File: src/rtl/regfile_mp_if.sv
// rtl/regfile_mp_if.sv - read/write/alloc/clear bundle for the multi-port register file
interface regfile_mp_if #(
  parameter int DATA_W = 32,
  parameter int ADDR_W = 5,
  parameter int NRD    = 2,
  parameter int NWR    = 2
);
  logic [NRD*ADDR_W-1:0] rd_addr;
  logic [NRD*DATA_W-1:0] rd_data;
  logic [NRD-1:0]        rd_busy;
  logic [NWR-1:0]        we;
  logic [NWR*ADDR_W-1:0] wa;
  logic [NWR*DATA_W-1:0] wd;
  logic                  alloc_en;
  logic [ADDR_W-1:0]     alloc_addr;
  logic                  clr_req;
  logic                  clr_busy;

  modport master (
    output rd_addr, we, wa, wd, alloc_en, alloc_addr, clr_req,
    input  rd_data, rd_busy, clr_busy
  );

  modport slave (
    input  rd_addr, we, wa, wd, alloc_en, alloc_addr, clr_req,
    output rd_data, rd_busy, clr_busy
  );
endinterface

File: src/rtl/regfile_mp.sv
// rtl/regfile_mp.sv - N-read/M-write register file with bypass, pending scoreboard and clear engine
module regfile_mp #(
  parameter int DATA_W = 32,
  parameter int ADDR_W = 5,
  parameter int NRD    = 2,
  parameter int NWR    = 2
) (
  input  logic           clk,
  input  logic           reset,
  regfile_mp_if.slave    bus
);
  localparam int DEPTH = 1 << ADDR_W;
  localparam logic [ADDR_W-1:0] IDX_ONE  = 1;
  localparam logic [ADDR_W-1:0] IDX_LAST = '1;

  typedef enum logic {IDLE, CLR} state_t;

  state_t              state, state_next;
  logic [ADDR_W-1:0]   idx, idx_next;
  logic                clr_start;
  logic                clr_busy;
  logic [DATA_W-1:0]   mem [DEPTH];
  logic [DEPTH-1:0]    pending;

  always_ff @(posedge clk or posedge reset) begin
    if (reset) begin
      state <= IDLE;
      idx   <= IDX_ONE;
    end else begin
      state <= state_next;
      idx   <= idx_next;
    end
  end

  always_comb begin
    state_next = state;
    idx_next   = idx;
    clr_start  = 1'b0;
    case (state)
      IDLE: begin
        if (bus.clr_req) begin
          state_next = CLR;
          idx_next   = IDX_ONE;
          clr_start  = 1'b1;
        end
      end
      CLR: begin
        idx_next = idx + IDX_ONE;
        // Stop at the last register so idx never wraps onto r0.
        if (idx == IDX_LAST) begin
          state_next = IDLE;
          idx_next   = IDX_ONE;
        end
      end
    endcase
  end

  assign clr_busy     = (state == CLR);
  assign bus.clr_busy = clr_busy;

  // Ascending port loop: later NBAs win, giving the higher-index port priority.
  always_ff @(posedge clk or posedge reset) begin
    if (reset) begin
      for (int i = 0; i < DEPTH; i++) mem[i] <= '0;
      pending <= '0;
    end else if (state == CLR) begin
      mem[idx] <= '0;
    end else begin
      for (int j = 0; j < NWR; j++) begin
        if (bus.we[j] && bus.wa[j*ADDR_W +: ADDR_W] != '0) begin
          mem[bus.wa[j*ADDR_W +: ADDR_W]]     <= bus.wd[j*DATA_W +: DATA_W];
          pending[bus.wa[j*ADDR_W +: ADDR_W]] <= 1'b0;
        end
      end
      if (bus.alloc_en && bus.alloc_addr != '0) pending[bus.alloc_addr] <= 1'b1;
      if (clr_start) pending <= '0;
    end
  end

  for (genvar k = 0; k < NRD; k++) begin : g_rd
    logic [ADDR_W-1:0] addr;
    logic [DATA_W-1:0] data;

    assign addr = bus.rd_addr[k*ADDR_W +: ADDR_W];

    always_comb begin
      data = mem[addr];
      for (int j = 0; j < NWR; j++) begin
        if (bus.we[j] && bus.wa[j*ADDR_W +: ADDR_W] == addr) data = bus.wd[j*DATA_W +: DATA_W];
      end
      if (addr == '0 || clr_busy) data = '0;
    end

    assign bus.rd_data[k*DATA_W +: DATA_W] = data;
    assign bus.rd_busy[k] = pending[addr] & ~clr_busy;
  end
endmodule

File: src/flat_wrapper.sv
// flat-port wrapper written by rule: the top's interface ports become plain ports
module regfile_mp_flat 
#(
  parameter int DATA_W = 32,
  parameter int ADDR_W = 5,
  parameter int NRD    = 2,
  parameter int NWR    = 2
)
  (clk, reset, bus_rd_addr, bus_we, bus_wa, bus_wd, bus_alloc_en, bus_alloc_addr, bus_clr_req, bus_rd_data, bus_rd_busy, bus_clr_busy);
  regfile_mp_if #(.DATA_W(DATA_W), .ADDR_W(ADDR_W), .NRD(NRD), .NWR(NWR)) bus_i ();
  input  logic clk;
  input  logic reset;
  input wire logic [$bits(bus_i.rd_addr)-1:0] bus_rd_addr;
  input wire logic [$bits(bus_i.we)-1:0] bus_we;
  input wire logic [$bits(bus_i.wa)-1:0] bus_wa;
  input wire logic [$bits(bus_i.wd)-1:0] bus_wd;
  input wire logic [$bits(bus_i.alloc_en)-1:0] bus_alloc_en;
  input wire logic [$bits(bus_i.alloc_addr)-1:0] bus_alloc_addr;
  input wire logic [$bits(bus_i.clr_req)-1:0] bus_clr_req;
  output wire logic [$bits(bus_i.rd_data)-1:0] bus_rd_data;
  output wire logic [$bits(bus_i.rd_busy)-1:0] bus_rd_busy;
  output wire logic [$bits(bus_i.clr_busy)-1:0] bus_clr_busy;
  assign bus_i.rd_addr = bus_rd_addr;
  assign bus_i.we = bus_we;
  assign bus_i.wa = bus_wa;
  assign bus_i.wd = bus_wd;
  assign bus_i.alloc_en = bus_alloc_en;
  assign bus_i.alloc_addr = bus_alloc_addr;
  assign bus_i.clr_req = bus_clr_req;
  assign bus_rd_data = bus_i.rd_data;
  assign bus_rd_busy = bus_i.rd_busy;
  assign bus_clr_busy = bus_i.clr_busy;
  regfile_mp #(.DATA_W(DATA_W), .ADDR_W(ADDR_W), .NRD(NRD), .NWR(NWR)) u_core (.clk(clk), .reset(reset), .bus(bus_i));
endmodule
File: config.mk
export PLATFORM = sky130hd
export DESIGN_NAME = regfile_mp_flat
export DESIGN_NICKNAME = d
export VERILOG_FILES = /design/src/rtl/regfile_mp_if.sv /design/src/rtl/regfile_mp.sv /design/src/flat_wrapper.sv
export SDC_FILE = /design/constraint.sdc
export NUM_CORES = 2
export LEC_CHECK = 0
export CORE_ASPECT_RATIO = 1.4
export CORE_MARGIN = 4
export CORE_UTILIZATION = 50
export DETAILED_ROUTE_END_ITERATION = 10
export PLACE_DENSITY = 0.63
export REMOVE_ABC_BUFFERS = 1
export SYNTH_ARGS = -nofsm -noshare
export SYNTH_HDL_FRONTEND = slang
export SYNTH_SLANG_ARGS = --single-unit
File: constraint.sdc
create_clock -name clk -period 65 [get_ports clk]
set_clock_uncertainty 0.1 [all_clocks]
set_input_delay 9.75 -clock clk [delete_from_list [all_inputs] [get_ports clk]]
set_output_delay 9.75 -clock clk [all_outputs]
set_load 0.005 [all_outputs]
==> metrics.md <==
| Metric | Value |
|---|---|
| Ports placed on the boundary | `162` |
| Startpoint of the worst setup timing path | `bus_rd_addr[0]` |
| Library cells used by synthesis | `70` |
| Post-CTS sizing | `0` |
| Summed negative setup slack over all endpoints | `0 ns` |
| Relative contribution of sequential cells to total power | `37.9%` |
| Count of final hold-check violations | `0` |
| Vias/cell | `7.64` |
| Clock insertion delay at the later pin of the skew report | `0.76 ns` |
| Total iterations of the first detailed-routing run | `9` |
| Final-layout fill cell count | `13.2k` |
| Final estimated routing congestion in global placement | `0.949` |
| Gate Count Post-Synth | `7840` |
| Sw Share | `39.5%` |
| Core Region | `153000 um2` |
| Class of the worst hold path | `reg -> reg` |
| Power density over the cells | `37.5 nW/um2` |
| Share of cells above drive strength 1 | `14.8%` |
| Unrepaired setup endpoints after global routing | `false` |
| DRC violation count after routing | `0` |
| Total wire length after detailed routing | `343000 um` |
| Synthesis-stage register bit count | `1062` |
| Max Clock Freq | `40.3 MHz` |
| Data arrival time of the worst path | `14.96 ns` |
| Internal Dissipation | `0.00189 W` |
| Die footprint | `161000 um2` |
| Crit path time final | `24.81 ns` |
| Worst Setup Start Kind | `input port` |
| Leakage Power | `36.6 nW` |
| Global-route usage over all layers | `41.4%` |
| Setup repair bufs after CTS | `0` |
| Number of synthesized flops with an enable pin | `0` |
| Detail Route Antenna Nets | `0` |
| Clk pwr share | `22.0%` |
| Num CTS Buffers | `114` |
| Gate power share | `40.1%` |
| Startpoint of the worst register-to-register path | `u_core.bus.clr_busy` |
| Violation count after the first detailed-route iteration | `12.0k` |
| Count of standard-cell rows | `170` |
| Die height | `473 um` |
| CP Class | `in -> out` |
| Maximum fanout along the worst path | `43` |
| Die W | `340 um` |
| Final Slew Violations | `35` |
| Detailed placement HPWL | `192000 um` |
| Final period utilization | `38.2%` |
| Power spent charging and discharging nets | `0.00124 W` |
| Share of async-settable or async-resettable flops after synthesis | `100%` |
| Remaining global-route overflow | `0` |
| Setup violations, final | `0` |
| Net count, final | `7425` |
| VDD IR-drop max | `0.0243 mV` |
| Critical path data required time | `55.15 ns` |
| Clock tree buffer depth | `3` |
| Clock tree from TritonCTS | `yes` |
| Cell Area, Synth | `77200 um2` |
| Vias in the first global route | `69.0k` |
| Initial Util | `50.3%` |
| Most frequently used flop master after synthesis | `sky130_fd_sc_hd__dfrtp_1` |
| Worst-Margin Slew | `1.60 ns` |
| Largest net degree at the start of global routing | `213` |
| Number of I/O port buffers | `161` |
| Root Buffer | `sky130_fd_sc_hd__clkbuf_16` |
| Post-Syn Area per Cell | `9.85 um2` |
| Initial antenna violation count | `24` |
| Failing checks | `capacitance limit, slew limit` |
| Post-cts hold buffer count | `0` |
| Max-cap violations | `2` |
| Clock slew at the register clock pins of the worst setup and hold paths | `0.06 ns` |
| Wire length of the first global-routing pass | `493000 um` |
| Overall power | `0.00313 W` |
| Synth Warn # | `0` |
| Area growth syn-to-layout | `8.21%` |
| Number of clock sinks | `1062` |
| Sequential share of the synthesized area | `34.4%` |
| Status | `finished, violations left` |
| Kind of capture point of the worst setup path | `output port` |
| Max transition margin | `-6.67%` |
| Total number of vias | `72.5k` |
| Number of levels the H-tree was split into | `3` |
| Beginning of the worst hold path | `u_core.mem[956]` |
| Detail-routed net length per standard cell | `36.2 um` |
## power groups by stage
stage,clock (W),sequential [W],combinational (W)
after floorplan,0,0.00108,0.000858
after global placement,0,0.00116,0.00118
after detailed placement,0,0.00118,0.00122
after CTS,0.000690,0.00117,0.00122
after global routing,0.000715,0.00121,0.00132
final,0.000689,0.00119,0.00125
## logic make-up after synthesis
family,count (synthesis),share of synthesized area (%)
xor+xnor,22,0.250
compound gates,2642,23.2
fa+ha+maj,5,0.0810
flops,1062,34.4
simple gates,1532,8.30
buf+inv,1094,5.87
mux,1483,27.8
## cell usage in the layout (no fill, tap or decap), types with 10 or more instances in the layout
cell type and instances:
sky130_fd_sc_hd__nor3_1 38, sky130_fd_sc_hd__a21oi_1 997, sky130_fd_sc_hd__a31oi_1 74, sky130_fd_sc_hd__nor2_1 961
sky130_fd_sc_hd__nand2b_1 10, sky130_fd_sc_hd__o2111ai_1 31, sky130_fd_sc_hd__a22oi_1 73, sky130_fd_sc_hd__a32oi_1 19
sky130_fd_sc_hd__o22ai_1 36, sky130_fd_sc_hd__o32ai_1 11, sky130_fd_sc_hd__a31oi_4 16, sky130_fd_sc_hd__buf_4 260
sky130_fd_sc_hd__mux2i_1 950, sky130_fd_sc_hd__nor2b_1 11, sky130_fd_sc_hd__o31ai_1 67, sky130_fd_sc_hd__nand2_2 35
sky130_fd_sc_hd__clkdlybuf4s50_1 150, sky130_fd_sc_hd__mux4_2 530, sky130_fd_sc_hd__o21ai_0 258, sky130_fd_sc_hd__nand2_1 254
sky130_fd_sc_hd__inv_1 37, sky130_fd_sc_hd__clkbuf_8 20, sky130_fd_sc_hd__a2111oi_0 21, sky130_fd_sc_hd__and2_1 37
sky130_fd_sc_hd__nand3_1 60, sky130_fd_sc_hd__o221ai_1 12, sky130_fd_sc_hd__a22o_1 933, sky130_fd_sc_hd__a211oi_1 13
sky130_fd_sc_hd__clkbuf_1 31, sky130_fd_sc_hd__a221o_1 31, sky130_fd_sc_hd__clkbuf_16 117, sky130_fd_sc_hd__nor4b_1 17
sky130_fd_sc_hd__dfrtp_1 1060, sky130_fd_sc_hd__xnor2_1 13, sky130_fd_sc_hd__nor4_1 25, sky130_fd_sc_hd__clkinv_2 25
## critical path, stage by stage
cell and delay [ns]:
sky130_fd_sc_hd__buf_8 0.42, sky130_fd_sc_hd__buf_4 0.64, sky130_fd_sc_hd__buf_4 0.66, sky130_fd_sc_hd__buf_4 0.66, sky130_fd_sc_hd__xnor2_1 0.17, sky130_fd_sc_hd__nand4_1 0.12, sky130_fd_sc_hd__buf_4 0.42, sky130_fd_sc_hd__nor2_1 0.21
sky130_fd_sc_hd__nor4_2 0.32, sky130_fd_sc_hd__buf_4 0.40, sky130_fd_sc_hd__a221o_1 0.45, sky130_fd_sc_hd__clkdlybuf4s50_1 0.58
## flip-flops by register name, summed over array words and instances (netlist names)
register,cells
u_core.mem,1024
u_core.pending,32
u_core.idx,5
u_core.bus.clr_busy,1
## Yosys cell counts, types with 11 or more instances
| master | n | area (um2) |
|---|---|---|
| sky130_fd_sc_hd__o22ai_1 | 36 | 225 |
| sky130_fd_sc_hd__nor3_1 | 38 | 190 |
| sky130_fd_sc_hd__clkbuf_1 | 783 | 2940 |
| sky130_fd_sc_hd__and3_1 | 12 | 75.1 |
| sky130_fd_sc_hd__dfrtp_1 | 1061 | 26600 |
| sky130_fd_sc_hd__nor2_1 | 973 | 3650 |
| sky130_fd_sc_hd__a31oi_1 | 90 | 563 |
| sky130_fd_sc_hd__nand3_1 | 64 | 320 |
| sky130_fd_sc_hd__buf_4 | 40 | 300 |
| sky130_fd_sc_hd__nor4b_1 | 17 | 149 |
| sky130_fd_sc_hd__and2_1 | 39 | 244 |
| sky130_fd_sc_hd__a2111oi_0 | 21 | 184 |
| sky130_fd_sc_hd__mux2i_1 | 950 | 9510 |
| sky130_fd_sc_hd__a22oi_1 | 73 | 548 |
| sky130_fd_sc_hd__inv_1 | 40 | 150 |
| sky130_fd_sc_hd__a32oi_1 | 19 | 166 |
| sky130_fd_sc_hd__mux4_2 | 530 | 11900 |
| sky130_fd_sc_hd__o2111ai_1 | 31 | 272 |
| sky130_fd_sc_hd__a221o_1 | 31 | 310 |
| sky130_fd_sc_hd__o32ai_1 | 11 | 96.3 |
| sky130_fd_sc_hd__a22o_1 | 933 | 8170 |
| sky130_fd_sc_hd__nor4_1 | 27 | 169 |
| sky130_fd_sc_hd__a211oi_1 | 13 | 97.6 |
| sky130_fd_sc_hd__a21oi_1 | 1006 | 5030 |
| sky130_fd_sc_hd__nand2_1 | 291 | 1090 |
| sky130_fd_sc_hd__o21ai_0 | 258 | 1290 |
| sky130_fd_sc_hd__nor3b_1 | 12 | 90.1 |
| sky130_fd_sc_hd__buf_2 | 159 | 796 |
| sky130_fd_sc_hd__nor2b_1 | 12 | 75.1 |
| sky130_fd_sc_hd__o221ai_1 | 12 | 105 |
| sky130_fd_sc_hd__o31ai_1 | 67 | 503 |
| sky130_fd_sc_hd__xnor2_1 | 13 | 114 |
| sky130_fd_sc_hd__buf_1 | 62 | 233 |
| sky130_fd_sc_hd__nand2b_1 | 11 | 68.8 |
## final cells by class
cell class	instances	area, um2	share of cell area [%]
Clock inverter	39	435	0.521
Multi-Input combinational cell	5684	46800	56.0
Antenna cell	9	22.5	0.0270
Timing Repair Buffer	423	3630	4.35
Inverter	40	165	0.198
Clock buffer	168	3320	3.97
Tap cell	2064	2580	3.09
Sequential cell	1062	26600	31.8
## metrics by stage
stage | setup WS [ns] | area [um2] | hold WS [ns] | util, % | cells
detailed placement | 40.35 | 79700 | 0.392 | 52.0 | 9273
global route | 39.97 | 83500 | 0.426 | 54.5 | 9481
CTS | 40.33 | 83500 | 0.408 | 54.4 | 9480
global placement | 40.33 | 79700 | 0.374 | 52.0 | 9273
finish | 40.19 | 83500 | 0.413 | 54.5 | 9489
floorplan | 25.26 | 72800 | 0.360 | - | 6786
## final timing paths
check,to,slack [ns],cells past startpoint
worst max-delay path,bus_rd_data[1],40.19,12
worst min-delay path,u_core.mem[956],0.41,2
worst max register to register,u_core.mem[980],60.28,8
worst min register to register,u_core.mem[956],0.41,2
max in group asynchronous,u_core.mem[650],51.40,6
min in group asynchronous,u_core.mem[243],9.46,2
## routing by layer
metal,global-route usage (%),vias to the layer above,share of wire [%]
met5,1.21,-,0.11
met4,27.9,22,8.2
met3,14.3,1650,15
met2,59.7,6198,42
met1,52.4,35900,35
li1,-,28700,-
No activity file was read; power rests on OpenSTA's default activity.
